===== src/rtl/ctr3_sched.sv =====
// Sequencing controller for the 3-bit counter datapath: load a start value,
// then issue a fixed number of up/down count steps with pause/abort and a DONE pulse.
`timescale 1ns/1ps
module ctr3_sched #(
    parameter int WIDTH  = 3,
    parameter int STEP_W = 4
) (
    input  logic              clk_i,
    input  logic              rst_n_i,
    input  logic              start_i,
    input  logic              hold_i,
    input  logic              abort_i,
    input  logic              dir_i,
    input  logic [WIDTH-1:0]  init_i,
    input  logic [STEP_W-1:0] steps_i,
    output logic              cnt_ld_o,
    output logic [WIDTH-1:0]  cnt_d_o,
    output logic              cnt_en_o,
    output logic              cnt_up_o,
    output logic              busy_o,
    output logic              done_o,
    output logic [STEP_W-1:0] remain_o,
    output logic [2:0]        state_o
);

    typedef enum logic [2:0] {
        IDLE  = 3'd0,
        LOAD  = 3'd1,
        RUN   = 3'd2,
        PAUSE = 3'd3,
        FIN   = 3'd4
    } state_t;

    state_t              state_q, state_d;
    logic [STEP_W-1:0]   remain_q, remain_d;
    logic [WIDTH-1:0]    data_q, data_d;
    logic                up_q, up_d;

    always_ff @(posedge clk_i or negedge rst_n_i) begin
        if (!rst_n_i) begin
            state_q  <= IDLE;
            remain_q <= '0;
            data_q   <= '0;
            up_q     <= 1'b0;
        end else begin
            state_q  <= state_d;
            remain_q <= remain_d;
            data_q   <= data_d;
            up_q     <= up_d;
        end
    end

    always_comb begin
        state_d  = state_q;
        remain_d = remain_q;
        data_d   = data_q;
        up_d     = up_q;
        case (state_q)
            IDLE: begin
                if (start_i) begin
                    data_d   = init_i;
                    up_d     = dir_i;
                    remain_d = steps_i;
                    state_d  = LOAD;
                end
            end
            LOAD: begin
                if (abort_i) begin
                    state_d  = IDLE;
                    remain_d = '0;
                end else if (remain_q == '0) begin
                    state_d = FIN;
                end else begin
                    state_d = RUN;
                end
            end
            RUN: begin
                // The step of this cycle is issued regardless of HOLD/ABORT.
                remain_d = remain_q - STEP_W'(1);
                if (remain_q == STEP_W'(1)) begin
                    state_d = FIN;
                end else if (abort_i) begin
                    state_d  = IDLE;
                    remain_d = '0;
                end else if (hold_i) begin
                    state_d = PAUSE;
                end
            end
            PAUSE: begin
                if (abort_i) begin
                    state_d  = IDLE;
                    remain_d = '0;
                end else if (!hold_i) begin
                    state_d = RUN;
                end
            end
            FIN: begin
                state_d = IDLE;
            end
            default: begin
                state_d  = IDLE;
                remain_d = '0;
            end
        endcase
    end

    // Every output is decoded from registered state only.
    assign cnt_ld_o = (state_q == LOAD);
    assign cnt_en_o = (state_q == RUN);
    assign busy_o   = (state_q == LOAD) || (state_q == RUN) || (state_q == PAUSE);
    assign done_o   = (state_q == FIN);
    assign cnt_d_o  = data_q;
    assign cnt_up_o = up_q;
    assign remain_o = remain_q;
    assign state_o  = state_q;

endmodule


===== config.mk =====
export PLATFORM = sky130hd
export DESIGN_NAME = ctr3_sched
export DESIGN_NICKNAME = d
export VERILOG_FILES = /design/src/rtl/ctr3_sched.sv
export SDC_FILE = /design/constraint.sdc
export NUM_CORES = 1
export LEC_CHECK = 0
export CAP_MARGIN = 20
export CORE_MARGIN = 2
export CORE_UTILIZATION = 35
export DETAILED_ROUTE_END_ITERATION = 10
export PLACE_DENSITY = 0.63
export SYNTH_ARGS = -nofsm -noshare
export SYNTH_HDL_FRONTEND = slang
export SYNTH_SLANG_ARGS = --single-unit

===== constraint.sdc =====
create_clock -name clk_i -period 1.6 [get_ports clk_i]
set_input_delay 0.32 -clock clk_i [delete_from_list [all_inputs] [get_ports clk_i]]
set_output_delay 0.32 -clock clk_i [all_outputs]
set_load 0.01 [all_outputs]

Word-level counts from Yosys, hierarchy flattened --
Index checks and enable logic that the tools add are counted.
Cells by class: $add $sub $neg 1, multipliers 0, divide/modulo/power cells 0, order comparisons 0, equal/unequal tests 9, shifts and indexed selects 0, muxes and demuxes 14, bitwise logic cells 1, reductions and logical operators 8
Operator list (count):
- 3-bit two-way mux | 8
- 4-bit two-way mux | 4
- 4-bit case mux with 4 select lines | 1
- 3-bit case mux with 4 select lines | 1
- 3-bit by 2-bit == test with 1-bit output, second input constant | 2
- 3-bit AND reduction | 2
- 4-bit by 1-bit == test with 1-bit output, second input constant | 1
- 4-bit logical NOT | 1
- 4-bit by 3-bit != test with 1-bit output, second input constant | 1
- 4-bit by 1-bit subtractor with 4-bit output, second input constant | 1
- 3-bit by 1-bit == test with 1-bit output, second input constant | 1
- 3-bit == test, second input constant | 1
- 3-bit logical NOT | 1
- 3-bit != test, second input constant | 1
- 1-bit logical OR | 2
- 2-bit by 1-bit != test with 1-bit output, second input constant | 1
- 2-bit != test, second input constant | 1
- 2-bit AND reduction | 1
- 2-bit OR reduction | 1
- 1-bit NOT | 1
Word-level totals: register bits 11, latch bits 0, RAM bits 0, bits in read-only memories 0, input port bits 13, output and inout bits 15, logic and storage cells 37, memories kept 0

Longest topological paths before layout --
word-level depth 4, gate-level depth with buffers 5, depth with buffers taken out 5

Worst setup path after synthesis --
No wires, ideal clock.
kind reg-to-reg, from register remain_q[1] (netlist: remain_o[1]), to register remain_q[3] (netlist: remain_o[3]), library setup time 124 ps, arrival 1353 ps, required time 1476 ps, setup slack 123 ps, cell stages (with the launch flop) 6, path buffers 0, period minus slack after synthesis 1477 ps, path through dfrtp_1 inv_1 ha_1 nor3b_1 o221a_2 a211o_1
On the way: cells in the longest elaborated chain, start to end 4, elaborated cells on any way between the ends 5, classes of those cells add/sub: 1; eq/ne: 1; mux: 3
RTL lines:
- start, declared | line 35 | logic [STEP_W-1:0] remain_q, remain_d;
- start signal, assigned | line 47 | remain_q <= remain_d;
- 4-bit by 1-bit subtractor with 4-bit output | line 79 | remain_d = remain_q - STEP_W'(1);
- 4-bit two-way mux | line 82 | end else if (abort_i) begin
- 4-bit two-way mux * | line 80 | if (remain_q == STEP_W'(1)) begin
- 4-bit case mux with 4 select lines * | line 58 | case (state_q)
Every way passes the cells marked *; elsewhere a longest branch is shown, timed or not. A chain may end at the register's enable or synchronous reset.

Worst setup path in the final report --
from register remain_q[0] (netlist: remain_o[0]), to register remain_q[3] (netlist: remain_o[3])
Same word-level chain as after synthesis.

==> metrics <==
outcome=completed; Detail Placement HPWL=between 1000 and 1500 µm; Via density=roughly 5; worst-path cell chain=ha_1, nor3b_1, buf_4, o221a_2, a211o_1; Final Hold Fails=0; unrepaired setup endpoints after global routing=false; yosys warns=0; Achievable Freq=between 600 and 700 MHz; syn_nets=81; Synth Area in XOR/XNOR=0%; DR vias=689; cts bufs inserted=3; Power Dens Cells=1850 nW/µm²; post-layout min period=1.55 ns; WL/cell=13.7 µm; share of cells above drive strength 1=a little over a third; area grow syn2layout=65.4%; DRC=0; htree depth=1; crit path DAT=1.71 ns; Synth Flop Type=dfrtp_1; final worst slack=roughly 0.052 ns; routed wire length=1900 µm; Clock Latency Late Sink=0.27 ns; number of flops mapped to enable cells by yosys=0; Seq/Total Area, Yosys=between 30% and 40%; CTS tree=done; first-pass GRT wire length=between 3000 and 4000 µm; kind of end point of the critical path=flop; largest net degree at the start of global routing=13; Buf/Inv on CP=1; Hold-fix buffers, CTS=0; initial antenna violation count=0; Worst Setup Slack post-DPL=-0.124 ns; fin crit share=96.8%; Hold WC Path Type=in -> async; die height=around 50 µm; IO buf count=27; Leak=between 0.5 and 0.6 nW; slew margin rel.=65.7%; clk_skew=0.00751 ns; Total Neg Setup Slack=0 ns; clk sink count=11; Cells after Synth=between 60 and 70; post-route ant nets=0; Peak VDD IR=0.949 mV; Crit path largest cell delay=0.42 ns; Top delay family on crit path=compound AO/OA/AOI/OAI gates; clock-pin slew on the worst setup and hold paths=0.07 ns; Mapped Avg Cell Area=10.7 µm²; 1st-iter DRT viols=3; die area=2400 µm²; synth unique cells=32; Final Setup Violations=0; post-synthesis adder-cell area fraction=3.53%; Mapped Area=between 700 and 800 µm²; # IOs=28; ANT cells=0; die width=roughly 50 µm; Worst Setup Path Type=reg -> reg; core footprint=between 1500 and 2000 µm²; CTS root buf=clkbuf_4; fraction of registers with async set/reset=100%; Remaining Overflow, GRT=0; final core utilization=60.4%; multiplexer area fraction after synthesis=7.76%; CP required=1.76 ns; Max stage delay cell, worst path=dfrtp_1; Max-Cap Viols=0; CP Launch Type=flop; critical path fanouts, max=5; number of global-route vias before repair=roughly 700; Tot GR Track Use=17.2%; Slew @ Worst Pin=0.513 ns; largest family of logic cells by synthesized area=simple AND/OR/NAND/NOR gates; Slew Viols, Final=0; row count=16; FF+latch count, synth=11; initial core utilization=36.5%; Synth Area in Simple Gates=between 20% and 30%; RePlAce Congestion=0.870; clock buffer depth=2; drt pass-1 iters=4; total power=2.17 mW; complex-gate fraction of the synthesized area=20.1%; Nets=between 100 and 150
## synth_stat cells (2+ instances only)
cell      instances  share of area, %
dfrtp_1          11                39
inv_1             7               3.7
nor3_1            5               3.5
mux2_2            4               6.3
a22oi_1           3               3.2
nor2_1            3               1.6
a221oi_1          2               2.5
a41o_1            2               2.8
buf_2             2               1.4
ha_1              2               3.5
nand2_1           2               1.1
nor3b_2           2               3.5
nor4b_1           2               2.5
## registers in the layout, summed over array words and instances (netlist names)
name,cells
remain_o,4
cnt_d_o,3
state_o,3
cnt_up_o,1
## what timing repair did
| item | CTS | global route |
|---|---|---|
| resized for setup | 20 | 4 |
| setup endpoints to repair | 9 | 8 |
| setup buffers | 3 | 2 |
| hold endpoints to repair | 0 | 0 |
## stage by stage
stage / instance area (µm²) / hold slack, ns / std cells
floorplan: 709 / 0.0244 / 66
global placement: 1090 / 0.490 / 129
detailed placement: 1090 / 0.496 / 129
CTS: 1150 / 0.394 / 136
global route: 1170 / 0.419 / 138
finish: 1170 / 0.387 / 138
## metal layers
| metal | wire length [µm] | share of wire [%] | GRT usage [%] | up-vias |
|---|---|---|---|---|
| li1 | - | - | - | 342 |
| met1 | 914 | 48 | 22.8 | 328 |
| met2 | 886 | 47 | 27.2 | 19 |
| met3 | 96 | 5.1 | 4.60 | 0 |
| met4 | 0 | 0 | 5.71 | 0 |
| met5 | 0 | 0 | 0 | - |
## path summary, 6_finish.rpt
kind	from	cells past startpoint	endpoint	slack [ns]
worst max-delay path	remain_o[0]$_DFFE_PN0P_	5	remain_o[3]$_DFFE_PN0P_	0.05
worst min-delay path	rst_n_i	1	remain_o[1]$_DFFE_PN0P_	0.39
worst max register to register	remain_o[0]$_DFFE_PN0P_	5	remain_o[3]$_DFFE_PN0P_	0.05
worst min register to register	cnt_d_o[2]$_DFFE_PN0P_	1	cnt_d_o[2]$_DFFE_PN0P_	0.51
max in group asynchronous	rst_n_i	1	state_o[0]$_DFFE_PN0P_	0.83
min in group clk_i	cnt_d_o[2]$_DFFE_PN0P_	1	cnt_d_o[2]$_DFFE_PN0P_	0.51
## area by class of cell
type                            instances  area (µm²)
Multi-Input combinational cell         45         407
Timing Repair Buffer                   44         400
Tap cell                               27        33.8
Fill cell                             186         768
Inverter                                7        26.3
Clock buffer                            4        26.3
Sequential cell                        11         280
## layout by cell type (no fill, tap or decap), types with 2 or more instances in the layout
master,n
dfrtp_1,7
a22oi_1,3
dfrtp_2,4
buf_4,16
nor3_1,4
ha_1,2
nand2_1,2
inv_1,7
clkbuf_4,3
nor2_1,2
clkdlybuf4s50_1,18
dlygate4sd2_1,4
a221oi_1,2
a41o_1,2
mux2_2,4
buf_2,2
dlymetal6s2s_1,2
## cells by family (layout without fill, tap and decap cells)
kind of cell | count (synthesis) | count (layout)
buf+inv | 10 | 55
mux | 5 | 5
fa+ha+maj | 2 | 2
flops | 11 | 11
compound gates | 16 | 16
simple gates | 22 | 22
## report_power, final
| part | switching, mW | internal (mW) | total (mW) |
|---|---|---|---|
| sequential | 0.0911 | 0.415 | 0.506 |
| combinational | 0.658 | 0.817 | 1.48 |
| clock | 0.0937 | 0.0964 | 0.190 |
| total | 0.843 | 1.33 | 2.17 |
Power figures use the tool's default switching activity.
